## config.mk

```make
export PLATFORM = sky130hd
export DESIGN_NAME = spart_cmd_loader
export DESIGN_NICKNAME = d
export VERILOG_FILES = /design/src/rtl/looper_spart_pkg.sv /design/src/rtl/spart_shift_acc.sv /design/src/rtl/spart_cmd_loader.sv
export SDC_FILE = /design/constraint.sdc
export NUM_CORES = 1
export LEC_CHECK = 0
export ABC_AREA = 1
export CAP_MARGIN = 20
export CORE_MARGIN = 8
export CORE_UTILIZATION = 25
export DETAILED_ROUTE_END_ITERATION = 6
export PLACE_DENSITY = 0.56
export SETUP_SLACK_MARGIN = 0.15
export SYNTH_ARGS = -nofsm -noshare
export SYNTH_HDL_FRONTEND = slang
export SYNTH_SLANG_ARGS = --single-unit
```

## constraint.sdc

```tcl
create_clock -name clk_100mhz -period 3 [get_ports clk_100mhz]
set_input_delay 0.9 -clock clk_100mhz [delete_from_list [all_inputs] [get_ports clk_100mhz]]
set_output_delay 0.9 -clock clk_100mhz [all_outputs]
set_load 0.02 [all_outputs]
```

## src/rtl/looper_spart_pkg.sv

```systemverilog
// Shared definitions for the SPART host-command front end: command and
// response byte codes, FSM state encodings and a command-decode helper.
package looper_spart_pkg;

    localparam logic [7:0] CMD_START = 8'h73;  // 's'
    localparam logic [7:0] CMD_WRITE = 8'h77;  // 'w'
    localparam logic [7:0] CMD_CLEAR = 8'h63;  // 'c'

    localparam logic [7:0] RESP_ACK  = 8'h06;
    localparam logic [7:0] RESP_NAK  = 8'h15;

    // Encodings are visible on the debug/LED port, so they are fixed values.
    typedef enum logic [3:0] {
        ST_IDLE     = 4'd0,
        ST_CLR_MEM  = 4'd1,
        ST_GET_ADDR = 4'd2,
        ST_GET_DATA = 4'd3,
        ST_MEM_WR   = 4'd4,
        ST_START    = 4'd5,
        ST_TX_RESP  = 4'd8
    } state_e;

    function automatic logic is_cmd(input logic [7:0] b);
        return (b == CMD_START) || (b == CMD_WRITE) || (b == CMD_CLEAR);
    endfunction

endpackage

```

## src/rtl/spart_shift_acc.sv

```systemverilog
// Byte shift-accumulator: assembles NBYTES big-endian bytes into one word.
// last_o flags the strobe that carries the final byte; value_next_o is the
// word as it will be once that byte is shifted in.
module spart_shift_acc #(
    parameter int NBYTES = 8
) (
    input  logic                  clk,
    input  logic                  rst_n,
    input  logic                  clr_i,
    input  logic                  shift_i,
    input  logic [7:0]            byte_i,
    output logic [8*NBYTES-1:0]   value_o,
    output logic [8*NBYTES-1:0]   value_next_o,
    output logic                  last_o
);
    localparam int W     = 8 * NBYTES;
    localparam int CNT_W = (NBYTES > 1) ? $clog2(NBYTES) : 1;

    logic [W-1:0]     value_q, value_d;
    logic [CNT_W-1:0] cnt_q, cnt_d;

    generate
        if (NBYTES == 1) begin : g_single
            assign value_next_o = byte_i;
        end else begin : g_multi
            assign value_next_o = {value_q[W-9:0], byte_i};
        end
    endgenerate

    assign last_o  = shift_i && (cnt_q == CNT_W'(NBYTES - 1));
    assign value_o = value_q;

    // Shift on each strobe; the counter wraps after the final byte so the
    // next field starts from zero without an explicit clear.
    always_comb begin
        value_d = value_q;
        cnt_d   = cnt_q;
        if (clr_i) begin
            cnt_d = '0;
        end else if (shift_i) begin
            value_d = value_next_o;
            cnt_d   = last_o ? '0 : cnt_q + 1'b1;
        end
    end

    // Byte and counter state; reset discards any partial operand.
    always_ff @(posedge clk or negedge rst_n) begin
        if (!rst_n) begin
            value_q <= '0;
            cnt_q   <= '0;
        end else begin
            value_q <= value_d;
            cnt_q   <= cnt_d;
        end
    end

endmodule

```

## src/rtl/spart_cmd_loader.sv

```systemverilog
// SPART host-command loader: decodes 's' (start CPU at PC), 'w' (write one
// data word) and 'c' (clear memory) frames and answers each with ACK/NAK.
// Optional build macro SPART_TIMEOUT_EN aborts a stalled operand with NAK
// after TIMEOUT_CYC idle clocks.
module spart_cmd_loader
    import looper_spart_pkg::*;
#(
    parameter int ADDR_BYTES  = 8,
    parameter int DATA_BYTES  = 2,
    parameter int TIMEOUT_CYC = 1000000
) (
    input  logic                    clk_100mhz,
    input  logic                    rst_n,
    input  logic [7:0]              rx_data,
    input  logic                    rx_valid,
    output logic [7:0]              tx_data,
    output logic                    tx_valid,
    input  logic                    tx_ready,
    output logic [8*ADDR_BYTES-1:0] mem_addr,
    output logic [8*DATA_BYTES-1:0] mem_wdata,
    output logic                    mem_we,
    input  logic                    mem_ack,
    output logic                    clr_mem,
    input  logic                    clr_done,
    output logic                    cpu_start,
    output logic [8*ADDR_BYTES-1:0] cpu_pc,
    output logic [3:0]              state,
    output logic                    err
);
    localparam int ADDR_W = 8 * ADDR_BYTES;
    localparam int DATA_W = 8 * DATA_BYTES;

    state_e            state_q, state_d;
    logic [7:0]        cmd_q, cmd_d;
    logic [7:0]        tx_data_q, tx_data_d;
    logic              err_q, err_d;
    logic [ADDR_W-1:0] cpu_pc_q, cpu_pc_d;

    logic [ADDR_W-1:0] addr_val, addr_next;
    logic [DATA_W-1:0] data_val, data_next_unused;
    logic              addr_last, data_last;
    logic              in_idle, in_operand, tmo_fire;

    assign in_idle    = (state_q == ST_IDLE);
    assign in_operand = (state_q == ST_GET_ADDR) || (state_q == ST_GET_DATA);

    spart_shift_acc #(.NBYTES(ADDR_BYTES)) u_addr_acc (
        .clk          (clk_100mhz),
        .rst_n        (rst_n),
        .clr_i        (in_idle),
        .shift_i      (rx_valid && (state_q == ST_GET_ADDR)),
        .byte_i       (rx_data),
        .value_o      (addr_val),
        .value_next_o (addr_next),
        .last_o       (addr_last)
    );

    spart_shift_acc #(.NBYTES(DATA_BYTES)) u_data_acc (
        .clk          (clk_100mhz),
        .rst_n        (rst_n),
        .clr_i        (in_idle),
        .shift_i      (rx_valid && (state_q == ST_GET_DATA)),
        .byte_i       (rx_data),
        .value_o      (data_val),
        .value_next_o (data_next_unused),
        .last_o       (data_last)
    );

`ifdef SPART_TIMEOUT_EN
    localparam int TMO_W = $clog2(TIMEOUT_CYC + 1);

    logic [TMO_W-1:0] tmo_q, tmo_d;

    assign tmo_d    = (!in_operand || rx_valid) ? '0 : tmo_q + 1'b1;
    assign tmo_fire = in_operand && !rx_valid && (tmo_q == TMO_W'(TIMEOUT_CYC - 1));

    // Inter-byte idle counter, restarted by every received operand byte.
    always_ff @(posedge clk_100mhz or negedge rst_n) begin
        if (!rst_n) tmo_q <= '0;
        else        tmo_q <= tmo_d;
    end
`else
    // Without the timeout feature the limit has no effect.
    logic unused_tmo_cfg;
    assign unused_tmo_cfg = ^TIMEOUT_CYC;
    assign tmo_fire       = 1'b0;
`endif

    // FSM state register plus the registered response/error/PC context.
    always_ff @(posedge clk_100mhz or negedge rst_n) begin
        if (!rst_n) begin
            state_q   <= ST_IDLE;
            cmd_q     <= '0;
            tx_data_q <= '0;
            err_q     <= 1'b0;
            cpu_pc_q  <= '0;
        end else begin
            state_q   <= state_d;
            cmd_q     <= cmd_d;
            tx_data_q <= tx_data_d;
            err_q     <= err_d;
            cpu_pc_q  <= cpu_pc_d;
        end
    end

    // Next-state decode; cpu_pc is loaded from the completing address byte
    // so it is already valid during the start pulse.
    always_comb begin
        state_d   = state_q;
        cmd_d     = cmd_q;
        tx_data_d = tx_data_q;
        err_d     = err_q;
        cpu_pc_d  = cpu_pc_q;
        case (state_q)
            ST_IDLE: begin
                if (rx_valid) begin
                    if (is_cmd(rx_data)) begin
                        cmd_d   = rx_data;
                        err_d   = 1'b0;
                        state_d = (rx_data == CMD_CLEAR) ? ST_CLR_MEM : ST_GET_ADDR;
                    end else begin
                        err_d     = 1'b1;
                        tx_data_d = RESP_NAK;
                        state_d   = ST_TX_RESP;
                    end
                end
            end
            ST_GET_ADDR: begin
                if (tmo_fire) begin
                    err_d     = 1'b1;
                    tx_data_d = RESP_NAK;
                    state_d   = ST_TX_RESP;
                end else if (addr_last) begin
                    if (cmd_q == CMD_START) begin
                        cpu_pc_d = addr_next;
                        state_d  = ST_START;
                    end else begin
                        state_d  = ST_GET_DATA;
                    end
                end
            end
            ST_GET_DATA: begin
                if (tmo_fire) begin
                    err_d     = 1'b1;
                    tx_data_d = RESP_NAK;
                    state_d   = ST_TX_RESP;
                end else if (data_last) begin
                    state_d = ST_MEM_WR;
                end
            end
            ST_MEM_WR: begin
                if (rx_valid) err_d = 1'b1;
                if (mem_ack) begin
                    tx_data_d = RESP_ACK;
                    state_d   = ST_TX_RESP;
                end
            end
            ST_CLR_MEM: begin
                if (rx_valid) err_d = 1'b1;
                if (clr_done) begin
                    tx_data_d = RESP_ACK;
                    state_d   = ST_TX_RESP;
                end
            end
            ST_START: begin
                if (rx_valid) err_d = 1'b1;
                tx_data_d = RESP_ACK;
                state_d   = ST_TX_RESP;
            end
            ST_TX_RESP: begin
                if (rx_valid) err_d = 1'b1;
                if (tx_ready) state_d = ST_IDLE;
            end
            default: state_d = ST_IDLE;
        endcase
    end

    // Moore request outputs decoded from the current state.
    always_comb begin
        tx_valid  = (state_q == ST_TX_RESP);
        mem_we    = (state_q == ST_MEM_WR);
        clr_mem   = (state_q == ST_CLR_MEM);
        cpu_start = (state_q == ST_START);
    end

    assign tx_data   = tx_data_q;
    assign mem_addr  = addr_val;
    assign mem_wdata = data_val;
    assign cpu_pc    = cpu_pc_q;
    assign state     = state_q;
    assign err       = err_q;

endmodule

```

# --- After elaboration in Yosys (flattened, before gate mapping) ---
# Index checks and enable logic that the tools add are counted.
word_totals:
  ff_bits: 169
  latch_bits: 0
  ramBits: 0
  rom_bits: 0
  input_bits: 14
  output_inout_bits: 161
  n_memories: 0
op_classes:
  n_addsub: 2
  n_mul: 0
  div: 0
  magnitude_cmp: 0
  eq_ne: 19
  n_shift: 0
  muxes: 25
  n_bitwise: 1
  reduce_logical: 19
op_table:
  columns: ["operator", "n"]
  rows:
  - ["8-bit by 7-bit == test with 1-bit output, second input constant", 4]
  - ["8-bit 2-to-1 mux", 4]
  - ["8-bit one-hot mux with 4 select lines", 1]
  - ["4-bit 2-to-1 mux", 7]
  - ["4-bit one-hot mux with 7 select lines", 1]
  - ["3-bit 2-to-1 mux", 4]
  - ["2-bit by 1-bit inequality test with 1-bit output, second input constant", 6]
  - ["3-bit AND reduction", 3]
  - ["4-bit by 2-bit == test with 1-bit output, second input constant", 2]
  - ["4-bit by 3-bit == test with 1-bit output, second input constant", 2]
  - ["1-bit 2-to-1 mux", 6]
  - ["6-bit AND reduction", 1]
  - ["2-bit nonzero test", 3]
  - ["5-bit AND reduction", 1]
  - ["4-bit by 1-bit == test with 1-bit output, second input constant", 1]
  - ["4-bit == test, second input constant", 1]
  - ["1-bit logical AND", 4]
  - ["4-bit zero test", 1]
  - ["2-bit inequality test, second input constant", 2]
  - ["2-bit AND reduction", 2]
  - ["4-bit nonzero test", 1]
  - ["4-bit OR reduction", 1]
  - ["3-bit by 1-bit adder with 3-bit output, second input constant", 1]
  - ["3-bit == test, second input constant", 1]
  - ["5 further kinds", 6]

# --- Longest topological paths before layout ---
# Gate-level depths: netlist of the first run.
depth:
  depth_word: 6
  mapped_depth: 10
  mapped_depth_nobuf: 9

# --- Hierarchy ---
# From an unflattened synthesis of the first run, not the netlist that was laid out.
hier_totals:
  hier_cells: 856
  area_unflattened_um2: 7649.8
modules_own_cells:
  columns: ["mod", "n_inst", "cells_per_inst", "area_per_inst_um2"]
  rows:
  - ["spart_cmd_loader", 1, 407, 3732.3]
  - ["spart_shift_acc at u_addr_acc", 1, 357, 3069.2]
  - ["spart_shift_acc at u_data_acc", 1, 92, 848.3]

# --- Least setup slack after synthesis of the first run ---
# No wires, ideal clock.
synth_path:
  path_kind: "reg2out"
  from: "register state_q[0] (netlist: state[0])"
  to: "output port cpu_start"
  arrival_time_ns: 1.118
  required_ns: 2.100
  setup_slack_ns: 0.982
  stages_incl_launch_ff: 3
  n_path_buf: 0
  cell_sequence: "dfrtp_1 -> inv_1 -> nor3_1"
synth_via:
  elab_chain_cells: 1
synth_rtl:
  columns: ["item", "line", "text"]
  rows:
  - ["start: declaration", "spart_cmd_loader.sv:33", "state_e state_q, state_d;"]
  - ["start signal: assignment", "spart_cmd_loader.sv:98", "state_q <= state_d;"]
  - ["4-bit by 3-bit == test with 1-bit output", "spart_cmd_loader.sv:183", "cpu_start = (state_q == ST_START);"]
  - ["end: declaration", "spart_cmd_loader.sv:25", "output logic cpu_start,"]
# Every way passes these cells.

# --- Worst setup path after layout of the first run ---
layout_path:
  from: "register state_q[1] (netlist: state[1])"
  to: "output port mem_we"
layout_via:
  elab_chain_cells: 1
layout_rtl:
  columns: ["item", "line", "text"]
  rows:
  - ["4-bit by 3-bit == test with 1-bit output", "spart_cmd_loader.sv:181", "mem_we = (state_q == ST_MEM_WR);"]
  - ["end: declaration", "spart_cmd_loader.sv:21", "output logic mem_we,"]
# Every way passes these cells.

==> results of run 1 <==
## how the worst max path moves through the flow
stage                endpoint  cells past startpoint     start  slack, ns
floorplan           cpu_start                      2  state[0]       0.98
global placement     tx_valid                      4  state[1]       0.48
detailed placement   tx_valid                      4  state[1]       0.45
CTS                  tx_valid                      4  state[1]       0.14
global route           mem_we                      4  state[1]       0.35
finish                 mem_we                      4  state[1]       0.46
## power by group
group          internal, mW  switching, mW
Clock                  1.32          0.906
Sequential             2.27         0.0572
Combinational         0.204          0.349
## metrics by stage
stage	area, um^2	setup WS (ns)
after global placement	8450	0.485
after floorplan	6430	0.982
after CTS	9050	0.135
after global routing	9050	0.353
after detailed placement	8450	0.455
final	9050	0.464
## layout make-up
type | instances | area [um^2]
Clock buffer | 21 | 440
Clock inverter | 11 | 150
Fill cell | 2586 | 16100
Inverter | 89 | 334
Multi-Input combinational cell | 384 | 1810
Sequential cell | 164 | 4100
Tap cell | 330 | 413
Timing Repair Buffer | 176 | 1800
## cell usage in the layout (no fill, tap or decap), types with 4 or more instances in the layout
cell / instances
o21ai_1: 26
conb_1: 4
nand3_1: 16
nor2_1: 14
buf_12: 4
inv_1: 89
clkbuf_16: 17
o21ai_2: 4
o21ai_0: 111
clkdlybuf4s50_1: 165
dfrtp_1: 164
mux2_2: 9
clkbuf_1: 4
nand2_1: 180
## worst max-delay path, stage by stage (launching register included)
cell,delay [ns]
dfrtp_1,0.48
nor2_4,0.19
inv_1,0.05
nor2_1,0.12
dlygate4sd2_1,0.36
## logic make-up after synthesis
logic type,count (synthesis),synth area share (%)
AND/OR/NAND/NOR,223,14.1
flip-flops,164,63.9
AO/OA/AOI/OAI,146,11.7
buffers and inverters,123,8.22
multiplexers,9,1.58
adder cells (fa/ha/maj),2,0.390
other,1,0.0584
## routing by layer
metal | share of wire [%] | GRT usage [%]
met4 | 0.52 | 2.47
met1 | 46 | 14.7
met5 | 0 | 0
met3 | 10 | 5.90
met2 | 43 | 17.4
## registers in the layout, summed over array words and instances (netlist names)
signal	count
cpu_pc	64
u_addr_acc.value_o	64
u_data_acc.cnt_q	1
err	1
tx_data	3
u_addr_acc.cnt_q	3
u_data_acc.value_o	16
cmd_q	8
state	4
## timing repair
action | 4_1_cts | 5_1_grt
resized for setup | 4 | 3
setup buffers | 0 | 0
hold buffers | 0 | 0
setup endpoints to repair | 3 | 3
==> metrics.yaml, run 1 <==
outcome: "completed"
critPathCaptureType: "output pin"
r2r_setup_slack_ns: 1.09
total_leakage_power_nw: 4.02
grt_max_degree: 133
insertedDiodeCount: 0
signal_arrival_time_at_the_worst_endpoint_ns: 1.64
finalCriticalPeriod_ns: 2.54
crit_type: "reg2out"
placeable_core_region_um2: 25200
grt_use_total_pct: 11.6
detail_route.wl_per_cell_um: 15.1
timing.final.hold_violations: 0
fin_setup_tns_ns: 0
floorplan.die.width_um: 176
synth_ff_type: "dfrtp_1"
insertion_delay_ns: 0.42
post-synth-top-area-fraction_pct: 63.9
clk_path_buf_depth: 2
total_power_mw: 5.11
layoutNonFillerInstCount: 1175
floorplan.die_area_um2: 31100
clock-skew-final_ns: 0.0118
start_util_pct: 25.5
total_of_endpoints_with_negative_setup_slack_in_the_final_report: 0
worst_r2r_path_depth: 7
drt-pass1-iter-count: 4
yosys-top-cells-area: "dfrtp_1 64%, nand2_1 11%, o21ai_0 8.7%"
grt_first_pass_wirelength_um: 28600
number_of_pins_with_negative_max_slew_slack_in_the_final_report: 0
wl_um: 17700
final_nets: 848
holdCritPathClass: "in2async"
fin_crit_sh_pct: 84.5
drt-vias-per-instance: 4.15
postSynthAreaPerCell_um2: 9.61
cts.clk_slew.worst_paths_ns: 0.07
syn-instance-count: 668
critical_path_required_ns: 2.10
synth_async_sr_flop_share_pct: 100
dr_total_vias: 4878
cap_viol_max_count: 0
grt_antenna_before_repair: 0
globalRoute.totalOverflow: 0
ys_seq_elements: 164
maxClockFrequency_ghz: 0.394
floorplan.die.height_um: 176
tritoncts_num_sinks: 164
post-synth-top-count-cell: "nand2_1"
yosys.cell_types.count: 26
cts_htree_levels: 4
cellPowerDensity_nw_per_um2: 564
cp-start-kind: "register"
hold-worst-slack_ns: 0.460
cts_root_buffer: "clkbuf_16"
yosys_warnings: 0
ir_worst_vdd_uv: 343
route.detailed.drc: 0
cts_tree: "built"
synth_enable_flop_cells: 0
numPlacedInstances: 1143
ys_top_cells_by_count: "180 x nand2_1, 164 x dfrtp_1, 111 x o21ai_0"
fp_rows: 58
drive_gt1_share_pct: 6.63
seq_area_frac_synth_pct: 63.9
critPathMaxFanout: 7
starting_drc_count_in_detailed_routing: 311
post_synth_instance_area_um2: 6420
ant_nets: 0
synth_largest_area_cell: "dfrtp_1"
final_core_util_pct: 36.0
area.growth.synth_to_final_pct: 41.0
place.detailed.hpwl_um: 12700
measured_slew_at_the_worst_slew_check_pin_ns: 0.580
grt_setup_unrepaired: "false"
rr_endpoint: "cpu_pc[30]"
pin_count: 175
first_global_vias: 5030
relSlewSlack_pct: 61.3
cts-buffers-inserted: 17
crit-reg2reg-launch: "u_addr_acc.cnt_q[0]"
gp_congestion: 0.744
port_buffers: 170
Note: power is estimated with default switching activity, not from simulation.
==> inputs of run 2 (changes only) <==
- PLACE_DENSITY: 0.56 -> 0.58
- clock period: 3 -> 2.2 ns (I/O delays scaled with it)
==> run 2 against run 1 <==
Global-route usage increased by 0.33 points. Clock-buffer cell count is 1 lower. First-iteration DRC count is 7.1% higher. Setup slack lost 0.36 ns. Die area stayed put. Largest power group unchanged.
==> metrics.yaml, run 2 (same netlist as run 1, synthesis figures left out) <==
layout.cells.most_common_list: "180 x nand2_1, 162 x dfrtp_1, 140 x dlygate4sd2_1"
gp_congestion: 0.816  # +9.7%
wl_um: 18200  # +2.7%
cts_tree: "built"
drive_gt1_share_pct: 10.5  # +3.9 points
seq_power_share_pct: 46.0  # +0.4 points
port_buffers: 170  # unchanged
total_leakage_power_nw: 4.97  # +24%
insertedDiodeCount: 0  # unchanged
maxClockFrequency_ghz: 0.477
preCtsSetupSlack_ns: -0.0178  # -0.472 ns
r2r_setup_slack_ns: 0.47  # -0.62 ns
crit_type: "reg2out"
grt_use_total_pct: 11.9  # +0.33 points
power_switching_mw: 1.79  # +36%
insertion_delay_ns: 0.41  # about the same
fp_rows: 58  # unchanged
cts-buffers-inserted: 17  # unchanged
start_util_pct: 25.5  # unchanged
crit-reg2reg-launch: "state[1]"
worst_r2r_path_depth: 10  # +3
grt_antenna_before_repair: 0  # unchanged
rr_endpoint: "cpu_pc[37]"
final_core_util_pct: 36.2  # +0.21 points
p_clk_share_pct: 43.2  # -0.3 points
total_of_endpoints_with_negative_setup_slack_in_the_final_report: 0  # unchanged
cts_root_buffer: "clkbuf_16"
internal-power_mw: 5.11  # +35%
combinationalPowerShare_pct: 10.8  # about the same
route.detailed.drc: 0  # unchanged
measured_slew_at_the_worst_slew_check_pin_ns: 0.525  # -0.0554 ns
timing.final.ws_setup_ns: 0.103  # -0.361 ns
floorplan.die_area_um2: 31100  # unchanged
critPathCaptureType: "output pin"
filler_cell_count: 2629  # +1.7%
clk_path_buf_depth: 2  # unchanged
number_of_pins_with_negative_max_slew_slack_in_the_final_report: 0  # unchanged
multi_input_area_um2: 1830  # +1.1%
switching_share_pct: 25.9  # +0.26 points
fin_crit_sh_pct: 95.3
grt_first_pass_wirelength_um: 29300  # +2.4%
drt-pass1-iter-count: 4  # unchanged
layout_commonest_cell: "nand2_1"
cts.clk_slew.worst_paths_ns: 0.07  # about the same
pin_count: 175  # unchanged
clock-skew-final_ns: 0.0106  # -0.00124 ns
place.detailed.hpwl_um: 13200  # +4.5%
detail_route.wl_per_cell_um: 15.3  # +1.1%
grt_max_degree: 109  # -18%
ir_worst_vdd_uv: 470  # +37%
critical_path_required_ns: 1.54  # -0.56 ns
dr_total_vias: 4981  # +2.1%
tritoncts_num_sinks: 164  # unchanged
cts_htree_levels: 4  # unchanged
cts-hold-fix-buffers: 0  # unchanged
placeable_core_region_um2: 25200  # unchanged
first_global_vias: 5033  # +0.060%
hold-worst-slack_ns: 0.215  # -0.245 ns
ant_nets: 0  # unchanged
grt_setup_unrepaired: "true"
cap_viol_max_count: 0  # unchanged
starting_drc_count_in_detailed_routing: 333  # +7.1%
timing.final.hold_violations: 0  # unchanged
finalCriticalPeriod_ns: 2.10
area.growth.synth_to_final_pct: 41.9
floorplan.die.height_um: 176  # unchanged
total_power_mw: 6.90  # +35%
final_nets: 867  # +2.2%
holdCritPathClass: "in2async"
floorplan.die.width_um: 176  # unchanged
cellPowerDensity_nw_per_um2: 758  # +34%
drt-vias-per-instance: 4.17  # +0.49%
signal_arrival_time_at_the_worst_endpoint_ns: 1.44  # -0.20 ns
globalRoute.totalOverflow: 0  # unchanged
outcome: "completed"
ff_latch_area_um2: 4110  # about the same
relSlewSlack_pct: 65.0  # +3.7 points
cp-start-kind: "register"
critPathMaxFanout: 4  # -3
run 2: cell types whose count changed in the layout (fill, tap and decap cells not counted), moves of 3 or more:
cell / delta
buf_12: +3
buf_4: +16
buf_6: +3
clkbuf_1: -4
clkbuf_8: +3
clkdlybuf4s50_1: -153
dlygate4sd2_1: +139
dlymetal6s2s_1: +9
run 2: power groups by stage:
stage	sequential (mW)	combinational [mW]	clock, mW
after floorplan	3.31	0.295	0
after global placement	3.23	0.809	0
after detailed placement	3.23	0.807	0
after CTS	3.17	0.749	3.09
after global routing	3.18	0.846	3.23
final	3.17	0.745	2.98
run 2: per-stage QoR:
step,std cells,TNS [ns],instance area (um^2)
floorplan,671,0,6430
global placement,1160,-0.0198,8610
detailed placement,1160,-0.0178,8610
CTS,1193,0,9050
global route,1194,0,9110
finish,1194,0,9110
run 2: layer usage:
metal	vias to the layer above	wire [um]	track usage, %
li1	2470	-	-
met1	2363	8590	15.9
met2	142	7890	17.7
met3	6	1650	5.30
met4	0	90	2.23
met5	-	0	0
run 2: area by class of cell:
type,instances,share of cell area [%]
Sequential cell,164,45.1
Clock inverter,12,1.42
Tap cell,330,4.53
Multi-Input combinational cell,384,20.1
Clock buffer,20,5.12
Inverter,89,3.70
Timing Repair Buffer,195,20.1
run 2: how the worst max path moves through the flow:
stage                 to  startpoint  slack, ns  cells after the start
6_report         clr_mem    state[1]       0.10                      6
5_1_grt          clr_mem    state[1]       0.03                      6
4_1_cts           mem_we    state[0]       0.07                      4
3_5_place_dp      mem_we    state[1]      -0.02                      4
3_3_place_gp      mem_we    state[1]      -0.02                      4
2_1_floorplan  cpu_start    state[0]       0.42                      2
run 2: worst max-delay path, cell delays in order (launching register included):
cell and delay (ns):
dfrtp_2 0.45, buf_6 0.14, buf_6 0.12, inv_4 0.05
nand3_2 0.07, inv_2 0.09, buf_6 0.12
run 2: timing repair:
action,4_1_cts,5_1_grt
gates resized for setup,170,21
endpoints found under the setup margin,145,18
setup buffers,1,1
pin swaps,0,0
hold endpoints to repair,0,0
